$ cat config.mk
export PLATFORM = sky130hd
export DESIGN_NAME = msk_unmask_reader
export DESIGN_NICKNAME = d
export VERILOG_FILES = /design/src/rtl/msk_unmask_reader.sv
export SDC_FILE = /design/constraint.sdc
export NUM_CORES = 1
export LEC_CHECK = 0
export BUFFER_PORTS_ARGS = -buffer_cell sky130_fd_sc_hd__buf_2
export CAP_MARGIN = 25
export CORE_AREA = 2 2 39 41
export CTS_CLUSTER_SIZE = 24
export DETAILED_ROUTE_END_ITERATION = 6
export DIE_AREA = 0 0 41 43
export PLACE_DENSITY = 0.46
export SYNTH_ARGS = -nofsm -noshare
export SYNTH_HDL_FRONTEND = slang
export SYNTH_SLANG_ARGS = --single-unit
$ cat constraint.sdc
create_clock -name clk -period 1.5 [get_ports clk]
set_input_delay 0.075 -clock clk [delete_from_list [all_inputs] [get_ports clk]]
set_output_delay 0.075 -clock clk [all_outputs]
set_load 0.05 [all_outputs]
$ cat src/rtl/msk_unmask_reader.sv
// Share-serial unmasking reader: folds one share per cycle into acc.
// Optional build macro: MSK_UNMASK_ZEROIZE_EN (wipe buf/acc on handoff).
`ifndef DEFAULTSHARES
`define DEFAULTSHARES 2
`endif

module msk_unmask_reader #(
  parameter int d     = `DEFAULTSHARES,
  parameter int count = 1
) (
  input  logic               clk,
  input  logic               rst,
  input  logic [count*d-1:0] in_data,
  input  logic               in_valid,
  output logic               in_ready,
  output logic [count-1:0]   out_data,
  output logic               out_valid,
  input  logic               out_ready
);

  localparam int KW = $clog2(d);
  localparam logic [KW-1:0] KLAST = KW'(d - 1);

  typedef enum logic [1:0] {
    IDLE,
    ACC,
    OUT
  } state_e;

  state_e             state_q;
  logic [count*d-1:0] buf_q;
  logic [count-1:0]   acc_q;
  logic [count-1:0]   acc_d;
  logic [KW-1:0]      k_q;

  // Only share k of each bit is muxed into the XOR this cycle.
  always_comb begin
    acc_d = acc_q;
    for (int i = 0; i < count; i++) begin
      for (int j = 0; j < d; j++) begin
        if (k_q == KW'(j)) begin
          acc_d[i] = acc_q[i] ^ buf_q[i*d+j];
        end
      end
    end
  end

  always_ff @(posedge clk) begin
    if (rst) begin
      state_q <= IDLE;
      buf_q   <= '0;
      acc_q   <= '0;
      k_q     <= '0;
    end else begin
      unique case (state_q)
        IDLE: begin
          if (in_valid) begin
            buf_q   <= in_data;
            acc_q   <= '0;
            k_q     <= '0;
            state_q <= ACC;
          end
        end
        ACC: begin
          acc_q <= acc_d;
          if (k_q == KLAST) begin
            state_q <= OUT;
          end else begin
            k_q <= k_q + 1'b1;
          end
        end
        OUT: begin
          if (out_ready) begin
            state_q <= IDLE;
`ifdef MSK_UNMASK_ZEROIZE_EN
            buf_q   <= '0;
            acc_q   <= '0;
`endif
          end
        end
        default: begin
          state_q <= IDLE;
        end
      endcase
    end
  end

  assign in_ready  = (state_q == IDLE);
  assign out_valid = (state_q == OUT);

`ifdef MSK_UNMASK_ZEROIZE_EN
  // Partial sums in ACC never reach the port.
  assign out_data = out_valid ? acc_q : '0;
`else
  assign out_data = acc_q;
`endif

endmodule
Word-level counts from Yosys, hierarchy flattened
Cells that the tools add are included.
{"block": "op_classes", "n_mux": 9, "n_eq_ne": 5, "n_div": 0, "shifts": 0, "n_bitwise": 2, "n_mul": 0, "magnitude_cmp": 0, "n_reduce_logical": 5, "addsub": 1}
{"op": "$mux W2", "n": 3}
{"op": "$pmux W2 S3", "n": 1}
{"op": "$ne A2 B2 Y1 const B", "n": 2}
{"op": "$pmux W1 S2", "n": 2}
{"op": "$reduce_and A2 Y1", "n": 2}
{"op": "$mux W1", "n": 3}
{"op": "$reduce_and A3 Y1", "n": 1}
{"op": "$eq A2 B1 Y1 const B", "n": 1}
{"op": "$eq A2 B2 Y1 const B", "n": 1}
{"op": "$logic_not A2 Y1", "n": 1}
{"op": "$ne A2 B1 Y1 const B", "n": 1}
{"op": "$reduce_bool A2 Y1", "n": 1}
{"op": "$xor A1 B1 Y1", "n": 2}
{"op": "$add A1 B1 Y1 const B", "n": 1}
{"block": "totals", "n_memories": 0, "register_bits": 6, "ram_bits": 0, "input_bits": 6, "latchBits": 0, "rom_bits": 0, "out_inout_bits": 3, "wordCells": 26}

Depth between registers and ports, before layout
Gate-level depths: netlist of run 1.
{"block": "depth", "ltp_word": 3, "depth_mapped": 3}

Worst setup path before layout of run 1
Ideal clock, no wire load.
{"block": "synth_timing", "kind": "register to register", "start": "register state_q[0]", "end": "register acc_q (netlist: out_data)", "synth_period_minus_slack_ns": 1.114, "n_path_buf": 0, "path_stages_with_launch": 4, "path_slack_ns": 0.386, "arrival_ns": 1.040, "path_cell_list": "dfxtp_1 and2b_2 or3b_1 a31oi_1"}
{"block": "synth_via", "elab_chain_len": 3}
{"item": "from (decl)", "line_no": "30", "rtl": "state_e state_q;"}
{"item": "from (signal assigned)", "line_no": "50", "rtl": "state_q <= IDLE;"}
{"item": "from (signal assigned)", "line_no": "61", "rtl": "state_q <= ACC;"}
{"item": "from (signal assigned)", "line_no": "67", "rtl": "state_q <= OUT;"}
{"item": "$eq A2 B1 Y1 or $logic_not A2 Y1 (tied branches)", "line_no": "55", "rtl": "unique case (state_q)"}
{"item": "$reduce_bool A2 Y1 (no line) or $ne A2 B2 Y1 (tied branches)"}
{"item": "$reduce_and A2 Y1 (no line)"}
{"item": "to (signal assigned)", "line_no": "52", "rtl": "acc_q <= '0;"}
{"item": "to (signal assigned)", "line_no": "59", "rtl": "acc_q <= '0;"}
{"item": "to (signal assigned)", "line_no": "65", "rtl": "acc_q <= acc_d;"}
{"item": "to (decl)", "line_no": "32", "rtl": "logic [count-1:0] acc_q;"}
Several ways; a longest one is shown, not always the timed one.
A chain may end at the register's enable or synchronous reset.

Worst setup path in the final report of run 1
{"block": "layout_timing", "start": "register state_q[0]", "end": "output port out_valid"}
{"block": "layout_via", "elab_chain_len": 1}
{"item": "$eq A2 B2 Y1", "line_no": "89", "rtl": "assign out_valid = (state_q == OUT);"}
{"item": "to (decl)", "line_no": "17", "rtl": "output logic out_valid,"}
No other way between the ends.

==> out/metrics.yaml, run 1 <==
route:
  viasPerCell: 4.161
  drt-pass1-iter-count: 2
  routed_wl_um: 524
  ant_nets: 0
  drt_iter0_drc: 3
  post_drt_wl_per_cell_um: 9.357
  vias: 233
  drc_errors: 0
yosys:
  ys_top_cells_by_area: "dfxtp_1 45%, mux2i_1 15%, nor2_1 8.5%, and2b_2 6.6%, or3b_1 3.3%"
  synth-warning-count: 0
  syn_avg_cell_area_um2: 9.104
  synthArstFlopShare: 0
  synth_flop_cell: "dfxtp_1"
  yosysTopAreaCell: "dfxtp_1"
  synthCells: 29
  ys_seq_elements: 6
  synth_top_area_frac: 0.4550
  ys_seq_area_frac: 0.4550
  synthesis.area_um2: 264.0
  synth_cell_type_count: 14
  synth.top_cells.by_count: "6 x dfxtp_1, 6 x nor2_1, 4 x mux2i_1"
  syn_nets: 35
  synth-edff-count: 0
clock_network:
  numCtsBuffers: 3
  clock_sinks: 6
  cts_tree: "built"
  cts_buffer_depth: 2
  htreeDepth: 1
  cts_setup_buffers: 0
  cts.reportedPaths.clkPinSlew_ns: 0.05
  clk-insertion-delay-late_ns: 0.24
  cts-root-buf: "clkbuf_4"
  cts-resized-gates: 0
  hold_buffers: 0
layout:
  design_area_um2: 346.6
  area_delta_synth_final_pct: 31.28
  drive_above_1_share: 0.3250
  nNetsFinal: 48
  diodes: 0
timing:
  rsz0062_at_grt: "false"
  fin_setup_tns_ns: 0
  hold_viol_final: 0
  max_slew_margin: 0.7323
  drv_slew: 0
  tightest_slew_ns: 0.4008
  finalSetupViolCount: 0
  clock.fmax_mhz: 824.1
  skew_ns: 0.004641
  period_share: 0.8090
  min_period_ns: 1.213
critical_path:
  cp_slowest_cell: "dfxtp_1"
  r2r_start: "state_q[0]"
  critPathMaxStageDelay_ns: 0.44
  cp_data_required_time_ns: 1.42
  critPathKind: "reg -> out"
  end_kind: "primary output"
  cp.arrival_ns: 1.14
  worstSetupStartpoint: "state_q[0]"
  start_kind: "flip-flop"
  path_cells: "and2b_2 > buf_2"
  cp_max_fo: 7
placed_design:
  port_buffers: 8
  gp_congestion: 0.7168
  hpwl_um: 401.1
  place_area_um2: 324.1
die:
  die-area_mm2: 0.001763
  die_height_um: 43
  core_area_mm2: 0.001384
  design.portCount: 9
  start_util: 0.1908
  rows: 14
  chipWidth_um: 41
status:
  outcome: "completed"
global_route:
  grt_max_degree: 8
  grt_use_total: 0.07924
  gr-total-overflow: 0
  grt_pass1_vias: 210
  grt_first_pass_wirelength_um: 848
  antenna_found_initial: 0
pwr:
  powerDensity_mw_per_mm2: 1125
  leakagePower_uw: 0.0001540
  peakVddDrop_uv: 396.1
min_path:
  hold_path_startpoint: "in_data[0]"
  hp-class: "in -> reg"
job:
  max_cap_violations: 0
-- placed cells by master (no fill, tap or decap) --
master    instances
or3b_1            1
mux2i_1           4
a21oi_1           1
nand3_1           1
nor3_1            1
dfxtp_1           6
buf_2             8
clkbuf_4          3
and2b_2           2
nand2b_1          1
nor3b_1           1
a22oi_1           1
inv_1             2
o21ai_0           1
nor2_1            6
a31oi_1           1
-- critical path, delay by kind of cell, from the launching register on --
family	cells	cell delay, ns
DFF	1	0.44
and+or+nand+nor	1	0.25
buffers and inverters	1	0.21
-- metal layers --
metal  track usage  routed length [um]  vias to the layer above
li1              -                   -                      123
met1        0.1026                 249                      103
met2       0.08125                 229                        5
met3       0.04712                  35                        2
met4       0.08000                  10                        0
met5             0                   0                        -
-- worst paths after layout --
kind                            slack (ns)  depth (start not counted)   endpoint
worst max-delay path                  0.29                          2  out_valid
worst min-delay path                  0.07                          3   buf_q[0]
worst max register to register        0.29                          3   out_data
worst min register to register        0.49                          2   buf_q[0]
-- logic make-up after synthesis --
family | after synthesis | share of synthesized area
compound gates | 4 | 0.09004
buf+inv | 2 | 0.02845
flops | 6 | 0.4550
mux | 4 | 0.1517
simple gates | 13 | 0.2749
-- registers in the layout, indices dropped and copies added (netlist names) --
signal / cells
buf_q: 2
state_q: 2
k_q: 1
out_data: 1
-- metrics by stage --
stage | setup slack, ns | total power, uW | hold slack, ns | utilization | std cells
3_5_place_dp | 0.2942 | 243.2 | 0.3201 | 0.2342 | 53
4_1_cts | 0.2773 | 398.1 | 0.06077 | 0.2505 | 56
2_1_floorplan | 0.3856 | 223.8 | 0.1444 | - | 29
6_report | 0.2866 | 389.9 | 0.06921 | 0.2505 | 56
5_1_grt | 0.2179 | 410.2 | 0.08122 | 0.2505 | 56
3_3_place_gp | 0.2855 | 243.9 | 0.3155 | 0.2342 | 53
-- power by group --
part	total, uW	internal (uW)	switching [uW]
sequential	180	170	10.6
clock	150	90.6	59.7
combinational	59.2	24.9	34.3
-- final cells by class --
cell class              count  area (um2)
well taps                  16       20.02
multi-input cells          21       136.4
flip-flops and latches      6       120.1
inverters                   2       7.507
fillers                   152        1037
clock buffers               3       22.52
repair buffers              8       40.04
Power figures use the tool's default switching activity.
==> run 2, diff against run 1 <==
--- a/config.mk
+++ b/config.mk
@@ -5,13 +5,14 @@
 export SDC_FILE = /design/constraint.sdc
 export NUM_CORES = 1
 export LEC_CHECK = 0
+export ABC_AREA = 1
 export BUFFER_PORTS_ARGS = -buffer_cell sky130_fd_sc_hd__buf_2
 export CAP_MARGIN = 25
 export CORE_AREA = 2 2 39 41
 export CTS_CLUSTER_SIZE = 24
 export DETAILED_ROUTE_END_ITERATION = 6
 export DIE_AREA = 0 0 41 43
-export PLACE_DENSITY = 0.46
+export PLACE_DENSITY = 0.47
 export SYNTH_ARGS = -nofsm -noshare
 export SYNTH_HDL_FRONTEND = slang
 export SYNTH_SLANG_ARGS = --single-unit
==> constraint.sdc (replaced) <==
create_clock -name clk -period 1.2 [get_ports clk]
set_input_delay 0.06 -clock clk [delete_from_list [all_inputs] [get_ports clk]]
set_output_delay 0.06 -clock clk [all_outputs]
set_load 0.05 [all_outputs]
==> run 2 against run 1 <==
  * Synthesized cell count up 28%
  * Clock power up 26%
  * Largest cell class unchanged
  * Sequential share of layout area down 1.7 points
  * Clock-buffer cell count unchanged
  * Via count up 15%
==> out/metrics.yaml, run 2 <==
status:
  outcome: "completed"
placed_design:
  gp_congestion: 0.7420
  hpwl_um: 390.7
  port_buffers: 8
  dp.cells: 61
  place_area_um2: 341.6
clock_network:
  cts_tree: "built"
  cts-resized-gates: 0
  numCtsBuffers: 3
  cts_setup_buffers: 0
  htreeDepth: 1
  clock_sinks: 6
  clk-insertion-delay-late_ns: 0.25
  cts.reportedPaths.clkPinSlew_ns: 0.05
  hold_buffers: 0
  cts_buffer_depth: 2
  cts-root-buf: "clkbuf_4"
timing:
  rsz0062_at_grt: "false"
  period_share: 0.9150
  holdWs_ns: 0.07010
  drv_slew: 0
  tightest_slew_ns: 0.2469
  min_period_ns: 1.098
  fin_setup_tns_ns: 0
  hold_viol_final: 0
  finalSetupViolCount: 0
  clock.fmax_mhz: 910.7
  max_slew_margin: 0.8365
  skew_ns: 0.003324
pwr:
  power_uw: 515.3
  leakagePower_uw: 0.0001653
  powerDensity_mw_per_mm2: 1415
  peakVddDrop_uv: 542.7
min_path:
  hp-class: "in -> reg"
global_route:
  grt_max_degree: 8
  grt_use_total: 0.07956
  antenna_found_initial: 0
  grt_first_pass_wirelength_um: 855
  grt_pass1_vias: 229
  gr-total-overflow: 0
route:
  vias: 267
  drc_errors: 0
  drt_iter0_drc: 2
  ant_nets: 0
  post_drt_wl_per_cell_um: 8.547
  drt-pass1-iter-count: 2
  viasPerCell: 4.172
  routed_wl_um: 547
yosys:
  synthMuxAreaShare: 0
  synth.most_common_cell: "nand2_1"
  synth_flop_cell: "dfxtp_1"
  synth-warning-count: 0
  yosysTopAreaCell: "dfxtp_1"
  synth_simple_gate_area_share: 0.3014
  synth_compound_area_frac: 0.1644
  synth_cell_type_count: 10
  synth_top_family_by_area: "simple AND/OR/NAND/NOR gates"
  synthArstFlopShare: 0
  synthesis.area_um2: 274.0
  synth-edff-count: 0
  ys_seq_area_frac: 0.4384
  ys_seq_elements: 6
  syn_nets: 43
  synth_top_area_frac: 0.4384
  synth_xor_xnor_area_share: 0
  synth.top_cells.by_count: "9 x nand2_1, 6 x dfxtp_1, 6 x inv_1"
  synth_fa_ha_area_frac: 0
  syn_avg_cell_area_um2: 7.406
  ys_top_cells_by_area: "dfxtp_1 44%, nand2_1 12%, a211oi_2 9.1%, inv_1 8.2%, a21oi_1 7.3%"
  synthCells: 37
critical_path:
  worst-path-stages: 3
  cp_num_buf_inv: 2
  worstSetupStartpoint: "state_q[1]"
  cp_slowest_cell: "dfxtp_1"
  critPathCapture: "out_valid"
  critPathMaxStageDelay_ns: 0.36
  rr_endpoint: "out_data"
  path_cells: "inv_1 > nor2_2 > buf_2"
  start_kind: "flip-flop"
  critPathKind: "reg -> out"
  path_delay_family: "flip-flops"
  cp.arrival_ns: 1.04
  reg2reg_setup_slack_ns: 0.29
  cp_data_required_time_ns: 1.14
  end_kind: "primary output"
  cp_max_fo: 2
  r2r_cells: 4
  r2r_start: "state_q[0]"
layout:
  area_delta_synth_final_pct: 32.88
  mostFrequentLayoutCells: "9 x nand2_1, 8 x buf_2, 6 x inv_1, 6 x dfxtp_1"
  diodes: 0
  mostFrequentLayoutCell: "nand2_1"
  drive_above_1_share: 0.3542
  nNetsFinal: 56
  design_area_um2: 364.1
  final_cells: 64
  largestRegisters: "buf_q (2), state_q (2)"
die:
  design.portCount: 9
  die-area_mm2: 0.001763
  die_height_um: 43
  start_util: 0.1980
  rows: 14
  chipWidth_um: 41
  core_area_mm2: 0.001384
job:
  max_cap_violations: 0
run 2: power breakdown:
group	total [uW]	internal (uW)	switching [uW]
clock network	189	113	75.3
logic	97.4	33.2	64.2
registers	229	215	13.9
total	515	362	153
run 2: per-stage QoR:
step,utilization,setup slack [ns]
6_report,0.2631,0.1020
2_1_floorplan,-,0.04551
4_1_cts,0.2631,0.08397
3_5_place_dp,0.2468,0.3247
3_3_place_gp,0.2468,0.2941
5_1_grt,0.2631,0.02473
run 2: area by class of cell:
cell class                      count  area, um2
Clock buffer                        3      22.52
Tap cell                           16      20.02
Fill cell                         166       1020
Inverter                            7      26.28
Sequential cell                     6      120.1
Multi-Input combinational cell     24      135.1
Timing Repair Buffer                8      40.04
run 2: how the worst min path moves through the flow:
| stage | start | cells past startpoint | end |
|---|---|---|---|
| 2_1_floorplan | rst | 1 | k_q |
| 3_5_place_dp | out_ready | 4 | state_q[1] |
| 5_1_grt | rst | 2 | state_q[0] |
| 3_3_place_gp | rst | 2 | state_q[1] |
| 4_1_cts | out_ready | 4 | state_q[1] |
| 6_report | rst | 2 | state_q[0] |
run 2: kinds of logic (layout without fill, tap and decap cells):
logic type,Yosys count,in the layout
DFF,6,6
buffers and inverters,7,18
AOI/OAI and AO/OA,6,6
and+or+nand+nor,18,18
run 2: per-layer routing:
metal | routed length (um) | share of wire | GRT usage
met2 | 238 | 0.44 | 0.1031
met5 | 0 | 0 | 0
met3 | 65 | 0.12 | 0.07853
met4 | 4 | 0.0073 | 0.04000
met1 | 238 | 0.44 | 0.08117
